[src/rtl/bus_arbiter_pkg.sv]
// Shared state, port-select and memory-command definitions for the fetch/data bus arbiter.
// Pure declarations: no latency and no flow control of their own.
package bus_arbiter_pkg;

  typedef enum logic [1:0] {
    IDLE = 2'd0,
    BUSY = 2'd1,
    RESP = 2'd2
  } state_t;

  localparam logic PORT_I = 1'b0;
  localparam logic PORT_D = 1'b1;

  localparam int DEFAULT_TIMEOUT = 255;
  localparam int TMR_W           = 8;

  typedef struct packed {
    logic [3:0]  we;
    logic [31:0] addr;
    logic [31:0] wdata;
  } mem_cmd_t;

  // Fetches are always word-aligned reads.
  function automatic mem_cmd_t fetch_cmd(input logic [29:0] word_addr);
    mem_cmd_t c;
    c.we    = 4'b0000;
    c.addr  = {word_addr, 2'b00};
    c.wdata = 32'h0000_0000;
    return c;
  endfunction

  function automatic mem_cmd_t data_cmd(input logic [3:0] we, input logic [31:0] addr,
                                        input logic [31:0] wdata);
    mem_cmd_t c;
    c.we    = we;
    c.addr  = addr;
    c.wdata = wdata;
    return c;
  endfunction

endpackage

[src/rtl/bus_arbiter_timer.sv]
// bus_timer: clearable cycle counter whose tc marks the final cycle before LIMIT is reached.
// tc is decoded straight from the count register; counting stalls while en is low.
module bus_timer
  import bus_arbiter_pkg::*;
#(
  parameter int LIMIT = DEFAULT_TIMEOUT
) (
  input  logic clk,
  input  logic rst_n,
  input  logic clr,
  input  logic en,
  output logic tc
);

  localparam logic [TMR_W-1:0] TC_VAL = TMR_W'(LIMIT - 1);

  logic [TMR_W-1:0] count;

  // Saturating at TC_VAL keeps tc asserted if the owner lingers.
  always_ff @(posedge clk or negedge rst_n) begin
    if (!rst_n) begin
      count <= '0;
    end else if (clr) begin
      count <= '0;
    end else if (en && (count != TC_VAL)) begin
      count <= count + 1'b1;
    end
  end

  assign tc = (count == TC_VAL);

endmodule

[src/rtl/bus_arbiter.sv]
// bus_arbiter: round-robin share of one memory port between fetch and data requesters; 3 cycles min per transaction.
// Requesters hold req until their one-cycle ack; memory stalls via late mem_ack, bounded by TIMEOUT.
module bus_arbiter
  import bus_arbiter_pkg::*;
#(
  parameter int TIMEOUT = DEFAULT_TIMEOUT
) (
  input  logic        clk,
  input  logic        rst_n,
  input  logic        i_req,
  input  logic [29:0] i_addr,
  output logic        i_ack,
  output logic        i_err,
  output logic [31:0] i_rdata,
  input  logic        d_req,
  input  logic [3:0]  d_we,
  input  logic [31:0] d_addr,
  input  logic [31:0] d_wdata,
  output logic        d_ack,
  output logic        d_err,
  output logic [31:0] d_rdata,
  output logic        mem_req,
  output logic [3:0]  mem_we,
  output logic [31:0] mem_addr,
  output logic [31:0] mem_wdata,
  input  logic [31:0] mem_rdata,
  input  logic        mem_ack,
  output logic        busy
);

  state_t      state;
  logic        last_served;
  logic        grant;
  logic        pick;
  mem_cmd_t    cmd_sel;
  logic        tmr_tc;
  logic        done;
  logic        rsp_err;
  logic [31:0] rsp_dat;

  always_comb begin
    pick = PORT_I;
    if (i_req && d_req) begin
      pick = (last_served == PORT_D) ? PORT_I : PORT_D;
    end else if (d_req) begin
      pick = PORT_D;
    end
    cmd_sel = (pick == PORT_D) ? data_cmd(d_we, d_addr, d_wdata) : fetch_cmd(i_addr);
  end

  // A mem_ack on the timeout cycle still completes the transaction cleanly.
  assign done    = mem_ack || tmr_tc;
  assign rsp_err = !mem_ack;
  assign rsp_dat = mem_ack ? mem_rdata : 32'h0000_0000;

  bus_timer #(
    .LIMIT (TIMEOUT)
  ) u_timer (
    .clk   (clk),
    .rst_n (rst_n),
    .clr   (state != BUSY),
    .en    ((state == BUSY) && !mem_ack),
    .tc    (tmr_tc)
  );

  always_ff @(posedge clk or negedge rst_n) begin
    if (!rst_n) begin
      state       <= IDLE;
      last_served <= PORT_D;
      grant       <= PORT_I;
      busy        <= 1'b0;
      mem_req     <= 1'b0;
      mem_we      <= 4'b0000;
      mem_addr    <= 32'h0000_0000;
      mem_wdata   <= 32'h0000_0000;
      i_ack       <= 1'b0;
      i_err       <= 1'b0;
      i_rdata     <= 32'h0000_0000;
      d_ack       <= 1'b0;
      d_err       <= 1'b0;
      d_rdata     <= 32'h0000_0000;
    end else begin
      case (state)
        IDLE: begin
          if (i_req || d_req) begin
            state     <= BUSY;
            busy      <= 1'b1;
            grant     <= pick;
            mem_req   <= 1'b1;
            mem_we    <= cmd_sel.we;
            mem_addr  <= cmd_sel.addr;
            mem_wdata <= cmd_sel.wdata;
          end
        end
        BUSY: begin
          if (done) begin
            state     <= RESP;
            mem_req   <= 1'b0;
            mem_we    <= 4'b0000;
            mem_addr  <= 32'h0000_0000;
            mem_wdata <= 32'h0000_0000;
            if (grant == PORT_D) begin
              d_ack   <= 1'b1;
              d_err   <= rsp_err;
              d_rdata <= rsp_dat;
            end else begin
              i_ack   <= 1'b1;
              i_err   <= rsp_err;
              i_rdata <= rsp_dat;
            end
          end
        end
        RESP: begin
          state       <= IDLE;
          busy        <= 1'b0;
          last_served <= grant;
          i_ack       <= 1'b0;
          i_err       <= 1'b0;
          d_ack       <= 1'b0;
          d_err       <= 1'b0;
        end
        default: begin
          state   <= IDLE;
          busy    <= 1'b0;
          mem_req <= 1'b0;
        end
      endcase
    end
  end

endmodule

[config.mk]
export PLATFORM = sky130hd
export DESIGN_NAME = bus_arbiter
export DESIGN_NICKNAME = d
export VERILOG_FILES = /design/src/rtl/bus_arbiter_pkg.sv /design/src/rtl/bus_arbiter_timer.sv /design/src/rtl/bus_arbiter.sv
export SDC_FILE = /design/constraint.sdc
export NUM_CORES = 1
export LEC_CHECK = 0
export ABC_AREA = 1
export CORE_MARGIN = 5
export CORE_UTILIZATION = 43
export CTS_CLUSTER_SIZE = 20
export DETAILED_ROUTE_END_ITERATION = 6
export HOLD_SLACK_MARGIN = 0.06
export PLACE_DENSITY = 0.78
export SYNTH_ARGS = -nofsm -noshare
export SYNTH_HDL_FRONTEND = slang
export SYNTH_SLANG_ARGS = --single-unit
export TNS_END_PERCENT = 1
[constraint.sdc]
create_clock -name clk -period 2 [get_ports clk]
set_input_delay 0.2 -clock clk [delete_from_list [all_inputs] [get_ports clk]]
set_output_delay 0.2 -clock clk [all_outputs]
set_load 0.005 [all_outputs]
==> flow_metrics.tcl <==
set metrics [dict create \
    status "completed" \
    min_from "mem_ack" \
    clkLatencyLatePin_ns 0.42 \
    synth_top_cell_area_share 0.585 \
    grt_antenna_before_repair 0 \
    drive_above_1_share 0.0676 \
    ir_drop_mv 0.686 \
    grt_overflow_total 0 \
    yosysSeqAreaShare 0.589 \
    cts_num_sinks 150 \
    num_antenna_cells 0 \
    first_pass_iters 5 \
    gp_congestion 0.844 \
    syn_area_per_cell_um2 8.57 \
    drtAntennaViolNets 0 \
    synth_top_cell_by_area "dfrtp_1" \
    cts_tree "done" \
    hold_class "in -> reg" \
    coreArea_um2 14500 \
    drc 0 \
    wl_per_cell_um 16.8 \
    leakagePower_nw 4.74 \
    first_global_vias 6095 \
    startpoint "u_timer.count[0]$_DFFE_PN0P_" \
    grt_setup_unrepaired "no" \
    numCtsBuffers 17 \
    fin_tns_setup_ns 0 \
    crit_path_start_kind "flip-flop" \
    r2r-start "u_timer.count[0]$_DFFE_PN0P_" \
    wirelength_um 20300 \
    drt_iter0_drc 476 \
    cp-end-kind "flip-flop" \
    synth_warnings 0 \
    post_dp_cell_area_um2 9340 \
    power_density_nw_per_um2 1390 \
    synthTopCellsByArea "dfrtp_1 (58%), nand2_1 (20%), nand4_1 (6.6%)" \
    synthTopCellsByCount "nand2_1 (341), dfrtp_1 (149), nand4_1 (67), o21ai_0 (50), nor2_1 (36)" \
    die-area_um2 17400 \
    slew_headroom 0.568 \
    layout.nets 1146 \
    final_util 0.685 \
    hold_viol_final 0 \
    syn_to_final_growth_pct 56.2 \
    layout_setup_ws_ns 0.224 \
    async_reset_ff_frac 1.00 \
    maxSlewViolCount 0 \
    setup_viol 0 \
    ff2ff_path_depth 10 \
    synth_cell_types 25 \
    grt_pass1_wl_um 32700 \
    synth_edf_count 0 \
    synth_flop_cell "dfrtp_1" \
    pin_count 273 \
    r2r_slack_ns 0.22 \
    cts_max_level 4 \
    synth_seq_cells 150 \
    fp.dieW_um 132 \
    dp_slack_ns 0.247 \
    io_buffers 272 \
    netlist_area_um2 6380 \
    worst-setup-path-type "reg -> reg" \
    drv_cap 0 \
    fp.dieH_um 132 \
    worstMarginPinSlew_ns 0.649 \
    cp_data_required_time_ns 2.30 \
    synthCells 744 \
    finalCritPeriodShare 0.888 \
    fill_cells 1159 \
    path_max_fanout 34 \
    timing.fmax_mhz 563 \
    finClkSkew_ns 0.00726 \
    start_util 0.439 \
    grt.total_usage 0.233 \
    synth_most_common_cell "nand2_1" \
    via_per_inst 5.08 \
    clk_pin_slew_worst_paths_ns 0.06 \
    cts_root_buf "clkbuf_16" \
    whs_ns 0.140 \
    dr_total_vias 6125 \
    regToRegEndpoint "i_rdata[6]$_DFFE_PN0P_" \
    stdcell_area_um2 9960 \
    arrival_ns 2.08 \
    grt_max_degree 66 \
    period_needed_ns 1.78 \
    cts_buffer_depth 2 \
    whs_endpoint "u_timer.count[7]$_DFFE_PN0P_" \
    syn_nets 881 \
    hold_depth 4 \
    dpl.hpwl_um 14900 \
    rows 44 \
]
==> stage by stage <==
stage | cells | power, mW
6_report | 1205 | 13.8
4_1_cts | 1205 | 14.0
5_1_grt | 1205 | 14.7
3_5_place_dp | 1173 | 10.6
2_1_floorplan | 744 | 7.13
3_3_place_gp | 1173 | 10.5
==> timing repair <==
item | 4_1_cts | 5_1_grt
buffers inserted | 0 | 0
endpoints found under the setup margin | 0 | 0
gates resized for setup | 0 | 0
hold buffers | 1 | 0
hold endpoints to repair | 51 | 0
==> sequential cells by signal, indices dropped and copies added, names as in the netlist, 2 cells and up <==
name and flops:
d_rdata 32, i_rdata 32, mem_addr 32, mem_wdata 32, mem_we 4, state 2, u_timer.count 8
==> logic make-up (layout without fill, tap and decap cells) <==
logic type	count (synthesis)	after routing	share of synthesized area
fa+ha+maj	2	2	0.00392
flops	150	150	0.589
simple gates	464	464	0.310
compound gates	61	61	0.0485
buf+inv	64	341	0.0447
xor+xnor	3	3	0.00412
==> cell type report <==
| cell class | instances | area, um^2 | area share |
|---|---|---|---|
| Multi-Input combinational cell | 530 | 2340 | 0.235 |
| Inverter | 17 | 63.8 | 0.00641 |
| Tap cell | 184 | 230 | 0.0231 |
| Clock inverter | 11 | 149 | 0.0150 |
| Clock buffer | 20 | 457 | 0.0459 |
| Sequential cell | 150 | 3750 | 0.377 |
| Timing Repair Buffer | 293 | 2970 | 0.298 |
==> layer usage <==
layer	global-route usage	up-vias	wire length [um]
met5	0	-	0
met1	0.293	2864	8120
li1	-	2942	-
met3	0.0782	37	1970
met2	0.377	282	9620
met4	0.0840	0	558
==> worst max-delay path, cell delays in order, from the launching register on <==
cell and delay, ns:
dfrtp_1 0.39, inv_1 0.11, ha_1 0.19, nand2_1 0.06
nor2_1 0.15, nand2_2 0.13, nand2_2 0.12, nand3_2 0.07
buf_4 0.26, nand2_1 0.12, nand2_1 0.06
==> cell usage in the layout, fill, tap and decap left out, types with 9 or more instances in the layout <==
| cell | synthesis | layout |
|---|---|---|
| nand2_1 | 341 | 341 |
| clkdlybuf4s50_1 | 0 | 270 |
| dfrtp_1 | 149 | 149 |
| nand4_1 | 67 | 67 |
| o21ai_0 | 50 | 50 |
| nor2_1 | 36 | 36 |
| clkbuf_16 | 0 | 17 |
| inv_1 | 13 | 13 |
| buf_4 | 2 | 13 |
| a21oi_1 | 9 | 9 |
==> worst max-delay path by stage <==
stage,slack [ns],end,cells past startpoint
3_3_place_gp,0.30,mem_addr[22]$_DFFE_PN0P_,8
5_1_grt,0.08,i_rdata[6]$_DFFE_PN0P_,10
2_1_floorplan,0.45,mem_addr[22]$_DFFE_PN0P_,11
4_1_cts,0.23,i_rdata[6]$_DFFE_PN0P_,10
6_report,0.22,i_rdata[6]$_DFFE_PN0P_,10
3_5_place_dp,0.25,i_rdata[27]$_DFFE_PN0P_,10
==> where the power goes <==
| part | leakage (nW) | total (mW) | internal [mW] | switching (mW) |
|---|---|---|---|---|
| registers | 1.93 | 4.93 | 4.22 | 0.703 |
| clock network | 0.289 | 3.25 | 2.03 | 1.22 |
| logic | 2.53 | 5.65 | 2.98 | 2.67 |
Power figures use the tool's default switching activity.
